### src/rtl/cond_pkg.sv
// Shared types, default widths and the saturation helper for the
// ADC sample conditioner.
package cond_pkg;

  typedef enum logic {
    INIT = 1'b0,
    RUN  = 1'b1
  } cond_state_e;

  localparam int DEF_DATA_WIDTH = 12;
  localparam int DEF_DEC_LOG2   = 2;
  localparam int DEF_DC_SHIFT   = 8;

  // Clamp a signed value into the range of an out_w-bit two's complement word.
  // The caller truncates the 32-bit result to out_w bits.
  function automatic logic signed [31:0] sat_signed(input logic signed [31:0] v,
                                                    input int out_w);
    logic signed [31:0] hi;
    logic signed [31:0] lo;
    hi = (32'sd1 <<< (out_w - 1)) - 32'sd1;
    lo = -(32'sd1 <<< (out_w - 1));
    if (v > hi) begin
      return hi;
    end else if (v < lo) begin
      return lo;
    end else begin
      return v;
    end
  endfunction

endpackage

### src/rtl/adc_sample_conditioner_if.sv
// Sample stream interface of the conditioner: raw ADC words in,
// conditioned signed samples and the sticky clip flag out.
interface adc_sample_conditioner_if
  import cond_pkg::*;
#(
  parameter int DATA_WIDTH = DEF_DATA_WIDTH
);

  logic [DATA_WIDTH-1:0]        din;
  logic                         din_valid;
  logic                         clr_clip;
  logic signed [DATA_WIDTH-1:0] dout;
  logic                         dout_valid;
  logic                         clip;

  modport master (
    output din,
    output din_valid,
    output clr_clip,
    input  dout,
    input  dout_valid,
    input  clip
  );

  modport slave (
    input  din,
    input  din_valid,
    input  clr_clip,
    output dout,
    output dout_valid,
    output clip
  );

endinterface

### src/rtl/cond_dc_tracker.sv
// Leaky first-order DC estimator. The first accepted sample preloads the
// accumulator so the loop starts settled; afterwards the accumulator leaks
// by 2^-DC_SHIFT per sample. Only built with COND_DC_BLOCK_EN.
module cond_dc_tracker
  import cond_pkg::*;
#(
  parameter int DATA_WIDTH = DEF_DATA_WIDTH,
  parameter int DC_SHIFT   = DEF_DC_SHIFT
) (
  input  logic                         clk_in,
  input  logic                         RST,
  input  logic                         sample_valid,
  input  logic signed [DATA_WIDTH-1:0] x_s,
  output logic signed [DATA_WIDTH-1:0] dc_est,
  output logic                         preload
);

  localparam int ACC_W = DATA_WIDTH + DC_SHIFT;

  cond_state_e             state;
  logic signed [ACC_W-1:0] dc_acc;
  logic signed [ACC_W-1:0] acc_next;

  // Estimate always reflects the accumulator before this sample's update.
  assign dc_est  = DATA_WIDTH'(dc_acc >>> DC_SHIFT);
  assign preload = (state == INIT);

  // Intermediate terms may wrap, but the settled sum always fits ACC_W bits.
  assign acc_next = dc_acc + ACC_W'(x_s) - ACC_W'(dc_est);

  // INIT/RUN sequencing and accumulator update.
  always_ff @(posedge clk_in or posedge RST) begin
    if (RST) begin
      state  <= INIT;
      dc_acc <= '0;
    end else if (sample_valid) begin
      case (state)
        INIT: begin
          dc_acc <= ACC_W'(x_s) <<< DC_SHIFT;
          state  <= RUN;
        end
        RUN: begin
          dc_acc <= acc_next;
        end
        default: begin
          state <= INIT;
        end
      endcase
    end
  end

endmodule

### src/rtl/adc_sample_conditioner.sv
// ADC sample conditioner: offset-binary to signed conversion, optional DC
// removal, and box-car decimation by 2^DEC_LOG2.
// Optional feature macro: COND_DC_BLOCK_EN builds the DC tracker; without it
// the samples pass straight to the decimator and clip never sets.
module adc_sample_conditioner
  import cond_pkg::*;
#(
  parameter int DATA_WIDTH = DEF_DATA_WIDTH,
  parameter int DEC_LOG2   = DEF_DEC_LOG2,
  parameter int DC_SHIFT   = DEF_DC_SHIFT
) (
  input  logic                     clk_in,
  input  logic                     RST,
  adc_sample_conditioner_if.slave  bus
);

  localparam int DW1   = DATA_WIDTH + 1;
  localparam int SUM_W = DATA_WIDTH + DEC_LOG2;
  localparam int CNT_W = (DEC_LOG2 > 0) ? DEC_LOG2 : 1;
  // With DEC_LOG2 = 0 the last count is 0, so every sample closes a block.
  localparam logic [CNT_W-1:0] CNT_LAST = CNT_W'((1 << DEC_LOG2) - 1);

  logic signed [DATA_WIDTH-1:0] x_s;
  logic                         v1;
  logic signed [DATA_WIDTH-1:0] dc_est;
  logic                         preload;
  logic signed [DW1-1:0]        diff;
  logic signed [DATA_WIDTH-1:0] y_sat;
  logic signed [DATA_WIDTH-1:0] y;
  logic                         sat_hit;
  logic signed [SUM_W-1:0]      sum;
  logic signed [SUM_W-1:0]      total;
  logic [CNT_W-1:0]             cnt;
  logic signed [DATA_WIDTH-1:0] dout_r;
  logic                         dout_valid_r;
  logic                         clip_r;

  // Stage 1: capture the sample, flipping the MSB to make it two's complement.
  always_ff @(posedge clk_in or posedge RST) begin
    if (RST) begin
      x_s <= '0;
      v1  <= 1'b0;
    end else begin
      v1 <= bus.din_valid;
      if (bus.din_valid) begin
        x_s <= {~bus.din[DATA_WIDTH-1], bus.din[DATA_WIDTH-2:0]};
      end
    end
  end

`ifdef COND_DC_BLOCK_EN
  cond_dc_tracker #(
    .DATA_WIDTH (DATA_WIDTH),
    .DC_SHIFT   (DC_SHIFT)
  ) u_dc_tracker (
    .clk_in       (clk_in),
    .RST          (RST),
    .sample_valid (v1),
    .x_s          (x_s),
    .dc_est       (dc_est),
    .preload      (preload)
  );
`else
  assign dc_est  = '0;
  assign preload = 1'b0;
`endif

  // One extra bit keeps the subtraction exact before clamping back down.
  assign diff    = DW1'(x_s) - DW1'(dc_est);
  assign y_sat   = DATA_WIDTH'(sat_signed(32'(diff), DATA_WIDTH));
  assign sat_hit = v1 && !preload && (diff != DW1'(y_sat));
  assign y       = preload ? '0 : y_sat;
  assign total   = sum + SUM_W'(y);

  // Stage 2: decimating accumulator, output register and sticky clip flag.
  always_ff @(posedge clk_in or posedge RST) begin
    if (RST) begin
      sum          <= '0;
      cnt          <= '0;
      dout_r       <= '0;
      dout_valid_r <= 1'b0;
      clip_r       <= 1'b0;
    end else begin
      dout_valid_r <= 1'b0;
      clip_r       <= sat_hit | (clip_r & ~bus.clr_clip);
      if (v1) begin
        if (cnt == CNT_LAST) begin
          dout_r       <= DATA_WIDTH'(total >>> DEC_LOG2);
          dout_valid_r <= 1'b1;
          sum          <= '0;
          cnt          <= '0;
        end else begin
          sum <= total;
          cnt <= cnt + CNT_W'(1);
        end
      end
    end
  end

  assign bus.dout       = dout_r;
  assign bus.dout_valid = dout_valid_r;
  assign bus.clip       = clip_r;

endmodule

### src/flat_wrapper.sv
// flat-port wrapper written by rule: the top's interface ports become plain ports
module adc_sample_conditioner_flat import cond_pkg::*;
#(
  parameter int DATA_WIDTH = DEF_DATA_WIDTH,
  parameter int DEC_LOG2   = DEF_DEC_LOG2,
  parameter int DC_SHIFT   = DEF_DC_SHIFT
)
  (clk_in, RST, bus_din, bus_din_valid, bus_clr_clip, bus_dout, bus_dout_valid, bus_clip);
  adc_sample_conditioner_if #(.DATA_WIDTH(DATA_WIDTH)) bus_i ();
  input  logic clk_in;
  input  logic RST;
  input wire logic [$bits(bus_i.din)-1:0] bus_din;
  input wire logic [$bits(bus_i.din_valid)-1:0] bus_din_valid;
  input wire logic [$bits(bus_i.clr_clip)-1:0] bus_clr_clip;
  output wire logic [$bits(bus_i.dout)-1:0] bus_dout;
  output wire logic [$bits(bus_i.dout_valid)-1:0] bus_dout_valid;
  output wire logic [$bits(bus_i.clip)-1:0] bus_clip;
  assign bus_i.din = bus_din;
  assign bus_i.din_valid = bus_din_valid;
  assign bus_i.clr_clip = bus_clr_clip;
  assign bus_dout = bus_i.dout;
  assign bus_dout_valid = bus_i.dout_valid;
  assign bus_clip = bus_i.clip;
  adc_sample_conditioner #(.DATA_WIDTH(DATA_WIDTH), .DEC_LOG2(DEC_LOG2), .DC_SHIFT(DC_SHIFT)) u_core (.clk_in(clk_in), .RST(RST), .bus(bus_i));
endmodule
### config.mk
export PLATFORM = sky130hd
export DESIGN_NAME = adc_sample_conditioner_flat
export DESIGN_NICKNAME = d
export VERILOG_FILES = /design/src/rtl/cond_pkg.sv /design/src/rtl/adc_sample_conditioner_if.sv /design/src/rtl/cond_dc_tracker.sv /design/src/rtl/adc_sample_conditioner.sv /design/src/flat_wrapper.sv
export SDC_FILE = /design/constraint.sdc
export NUM_CORES = 1
export LEC_CHECK = 0
export BUFFER_PORTS_ARGS = -buffer_cell sky130_fd_sc_hd__buf_2
export CORE_ASPECT_RATIO = 0.9
export CORE_MARGIN = 5
export CORE_UTILIZATION = 35
export DETAILED_ROUTE_END_ITERATION = 16
export RECOVER_POWER = 100
export SYNTH_ARGS = -nofsm -noshare
export SYNTH_HDL_FRONTEND = slang
export SYNTH_SLANG_ARGS = --single-unit
### constraint.sdc
create_clock -name clk_in -period 2.4 [get_ports clk_in]
set_clock_uncertainty 0.15 [all_clocks]
set_input_delay 0.48 -clock clk_in [delete_from_list [all_inputs] [get_ports clk_in]]
set_output_delay 0.48 -clock clk_in [all_outputs]
set_load 0.05 [all_outputs]
* Word level (Yosys, flattened, before mapping)
Index checks and enable logic that the tools add are counted.
** Operators by class
- Add/sub/neg operators :: 2
- Order comparisons :: 2
- Eq/ne operators :: 2
- Mux-type cells :: 6
- Bitwise logic cells :: 4
- Reductions and logical operators :: 2
** Operator list (number)
- two-way mux 12 bit :: 2
- adder 14 x 12 -> 14 bit :: 1
- two-way mux 14 bit :: 1
- greater-than comparator 12 bit (second input constant) :: 1
- < comparator 12 bit (second input constant) :: 1
- inequality test 12 bit :: 1
- adder 2 x 1 -> 2 bit (second input constant) :: 1
- == test 2 bit (second input constant) :: 1
- two-way mux 1 bit :: 2
- two-way mux 2 bit :: 1
- NOT 1 bit :: 2
- AND reduction 2 bit :: 1
- bitwise AND 1 bit :: 1
- logical AND 1 bit :: 1
- bitwise OR 1 bit :: 1
** Storage, ports and cells
- Bits in registers :: 43
- Input bits :: 16
- Output and inout bits :: 14
- Logic and storage cells :: 25

* Depth between registers and ports, before layout
- Depth after elaboration :: 6
- Gate-level depth with buffers :: 9
- Depth with buffers taken out :: 8

* Worst setup path after synthesis
Ideal clock, no wire load.
- Kind :: reg2reg
- Start :: reg u_core.x_s[0]
- End :: reg u_core.dout_r[8], in the netlist u_core.bus.dout[8]
- Library setup time :: 0.125 ns
- Data arrival time :: 2.108 ns
- Required time :: 2.125 ns
- Path slack :: 0.017 ns
- Cell stages (with the launch flop) :: 10
- Buffers on the path :: 1
- Period minus slack after synthesis :: 2.383 ns
- Cell sequence :: dfrtp_1 clkbuf_1 ha_1 fa_1 a21oi_1 nor2b_1 a311oi_2 o21bai_1 xnor2_1 mux2_2
** Between the ends
- Longest elaborated chain between the ends :: 4
- Elaborated cells between the ends (all ways) :: 5
- Those cells by class :: add/sub (1); order compare (2); mux (2)
** Ends and longest elaborated chain
- from (decl) :: RTL line adc_sample_conditioner.sv:23 : logic signed [DATA_WIDTH-1:0] x_s;
- from (signal assigned) :: RTL line adc_sample_conditioner.sv:46 : x_s <= {~bus.din[DATA_WIDTH-1], bus.din[DATA_WIDTH-2:0]};
- < comparator 12 bit :: RTL line cond_pkg.sv:24 : end else if (v < lo) begin
- two-way mux 12 bit :: RTL line cond_pkg.sv:24
- two-way mux 12 bit (*) :: RTL line cond_pkg.sv:22 : if (v > hi) begin
- adder 14 x 12 -> 14 bit (*) :: RTL line adc_sample_conditioner.sv:73 : assign total = sum + SUM_W'(y);
- to (signal assigned) :: RTL line adc_sample_conditioner.sv:88 : dout_r <= DATA_WIDTH'(total >>> DEC_LOG2);
- to (decl) :: RTL line adc_sample_conditioner.sv:34 : logic signed [DATA_WIDTH-1:0] dout_r;
Mark *: on every way between the ends. The rest lies on a longest branch, timed or not.
A chain may end at the register's enable or synchronous reset.

* Worst setup path after layout
Same ends and word-level chain as after synthesis.

==> impl_metrics.toml <==
[hold_path]
min_path_type = "input port to flop"

[routing]
dr.pass1.iters = 4
via_per_inst = 4.69
vias = 1529
drt-total-wl_um = 4370
wire_per_inst_um = 13.4
antenna_left = 0
drtIter0Drc = 83
drc_errors = 0

[clocking]
clockBufferDepth = 2
cts_sinks = 43
cts.reportedPaths.clkPinSlew_ns = 0.08
hold_buffers = 0
numCtsBuffers = 5
cts_root_buf = "clkbuf_8"
cts_max_level = 2
cts_tree = "yes"
worstSkewPairLatency_ns = 0.30

[critical_path]
critPathLaunchType = "flop"
required_ns = 2.43
arrival_ns = 2.41
path_class = "flop to flop"
critPathCaptureType = "flop"
cp_max_fo = 4

[pwr]
p_per_area_mw_per_mm2 = 1350
p_leak_uw = 0.00115
p_total_uw = 3530
ir_worst_vdd_mv = 0.311

[sta]
setup_viol = 0
fin_tns_setup_ns = 0
rsz0062_at_grt = "yes"
timing.fmax_mhz = 420
finalMaxSlewViolations = 0
maxSlewHeadroom_pct = 30.8
hold_viol = 0
worst_slew_pin_slew_ns = 1.04
period_needed_ns = 2.38
min_period_over_period_pct = 99.3
setup_slack_ns = 0.0179

[cells_and_area]
nets = 266
diodes = 0
final_cell_mix = "dfrtp_1, nand2_1, clkbuf_1, o21ai_0, buf_2"
mostFrequentLayoutCell = "dfrtp_1"
final_cell_area_mm2 = 0.00262
syn_to_final_growth_pct = 13.9
drive_above_1_share_pct = 25.0
final_cells = 326

[floorplan]
coreArea_mm2 = 0.00648
start_util_pct = 35.5
rows = 28
dieArea_mm2 = 0.00829
die_x_um = 95.4
num_io_pins = 30
fp.dieH_um = 86.9

[place]
place_inst = 314
placed_area_mm2 = 0.00250
gp_congestion = 0.818
dpl_worst_slack_ns = -0.0475
dp_hpwl_um = 3170
place.port_buffers = 29

[global_routing]
grt-ovfl-total = 0
gr-usage-met3_pct = 3.63
grt_max_degree = 44
grt_use_total_pct = 11.5
grt_use_met2_pct = 16.8
use_met1_pct = 15.9
first_global_vias = 1540
grt_first_pass_wirelength_um = 7430
globalRoute.busiestLayer = "met2"
antenna_found_initial = 0

[yosys]
avgSynthCellArea_um2 = 10.9
ys_types = 44
ys_top_cells_by_area = "dfrtp_1, ha_1, mux2_2"
async_flop_share_pct = 100
ys_warn_count = 0
synth_seq_area_share_pct = 46.8
yosys_register_bits = 43
post_synth_inst_count = 211
synth_top_area_share_pct = 46.8
synthFlopType = "dfrtp_1"
netlist_area_mm2 = 0.00230
synth_edf_count = 0
yosys.area.top_type = "dfrtp_1"
syn_nets = 242

[flow_run]
drv.max_cap_violation_count = 0

[run_status]
run_status = "finished, final reports clean"
==> report_power, final <==
group	switching (uW)	internal [uW]	total [uW]	leakage, uW
clock network	233	204	437	0.0000422
registers	159	976	1140	0.000527
logic	1180	775	1960	0.000586
total	1580	1960	3530	0.00115
==> repair_timing <==
item | in CTS | in global routing
pin swaps | 2 | 7
gates resized for setup | 1 | 6
endpoints found under the setup margin | 5 | 8
buffers inserted | 0 | 4
==> worst max-delay path: stages, from the launching register on <==
cell	delay, ns
dfrtp_1	0.42
ha_4	0.18
fa_2	0.38
a21oi_2	0.14
nor2b_2	0.06
a311oi_2	0.38
o21bai_1	0.14
xnor2_1	0.16
mux2_4	0.26
==> flip-flops by register name (all words and copies together), names as in the netlist <==
| signal | count |
|---|---|
| u_core.v1 | 1 |
| u_core.bus.dout | 12 |
| u_core.cnt | 2 |
| u_core.x_s | 12 |
| u_core.bus.dout_valid | 1 |
| u_core.sum | 14 |
| u_core.bus.clip | 1 |
==> per-stage QoR <==
stage	hold slack (ns)	utilization (%)
finish	0.177	40.4
global route	0.162	40.4
CTS	0.163	39.9
detailed placement	0.315	38.6
global placement	0.307	38.6
floorplan	0.308	-
==> Yosys cell counts, types with 2 or more instances <==
| cell | instances |
|---|---|
| inv_1 | 8 |
| nor2_1 | 9 |
| a21oi_1 | 7 |
| ha_1 | 14 |
| nand3_1 | 2 |
| o211ai_1 | 2 |
| xnor2_1 | 8 |
| mux2_2 | 14 |
| xor2_1 | 4 |
| o21ai_0 | 15 |
| clkbuf_1 | 17 |
| and4_4 | 2 |
| o2bb2ai_1 | 11 |
| nand2_1 | 18 |
| dfrtp_1 | 43 |
| o31ai_1 | 2 |
| o21a_1 | 3 |
| a211oi_1 | 2 |
| nor2b_1 | 5 |
==> cell families (layout without fill, tap and decap cells) <==
group / after synthesis / after routing / synth area share [%]
compound gates: 53 / 53 / 16.4
xor+xnor: 13 / 13 / 5.60
fa+ha+maj: 15 / 15 / 8.49
buf+inv: 28 / 53 / 4.95
flops: 43 / 43 / 46.8
mux: 16 / 16 / 7.94
simple gates: 43 / 43 / 9.85
==> layer usage <==
| metal | vias up | wire length, um |
|---|---|---|
| met3 | 8 | 248 |
| li1 | 781 | - |
| met2 | 25 | 1840 |
| met1 | 715 | 2200 |
| met4 | 0 | 85 |
| met5 | - | 0 |
==> final timing paths <==
kind / slack (ns) / from / endpoint / cells past startpoint
max: 0.02 / u_core.x_s[0] / u_core.bus.dout[8] / 8
min: 0.18 / bus_clr_clip / u_core.bus.clip / 2
max reg2reg: 0.02 / u_core.x_s[0] / u_core.bus.dout[8] / 8
min reg2reg: 0.33 / u_core.bus.dout[5] / u_core.bus.dout[5] / 2
max in group asynchronous: 1.12 / RST / u_core.sum[8] / 3
min in group asynchronous: 0.34 / RST / u_core.x_s[7] / 3
==> final cells by class <==
type	instances	area [um2]
flip-flops and latches	43	1080
inverters	8	30.0
fillers	635	3860
repair buffers	37	184
multi-input cells	140	1130
clock buffers	7	76.3
clock inverters	1	5.00
well taps	90	113
No activity file was read; power rests on OpenSTA's default activity.
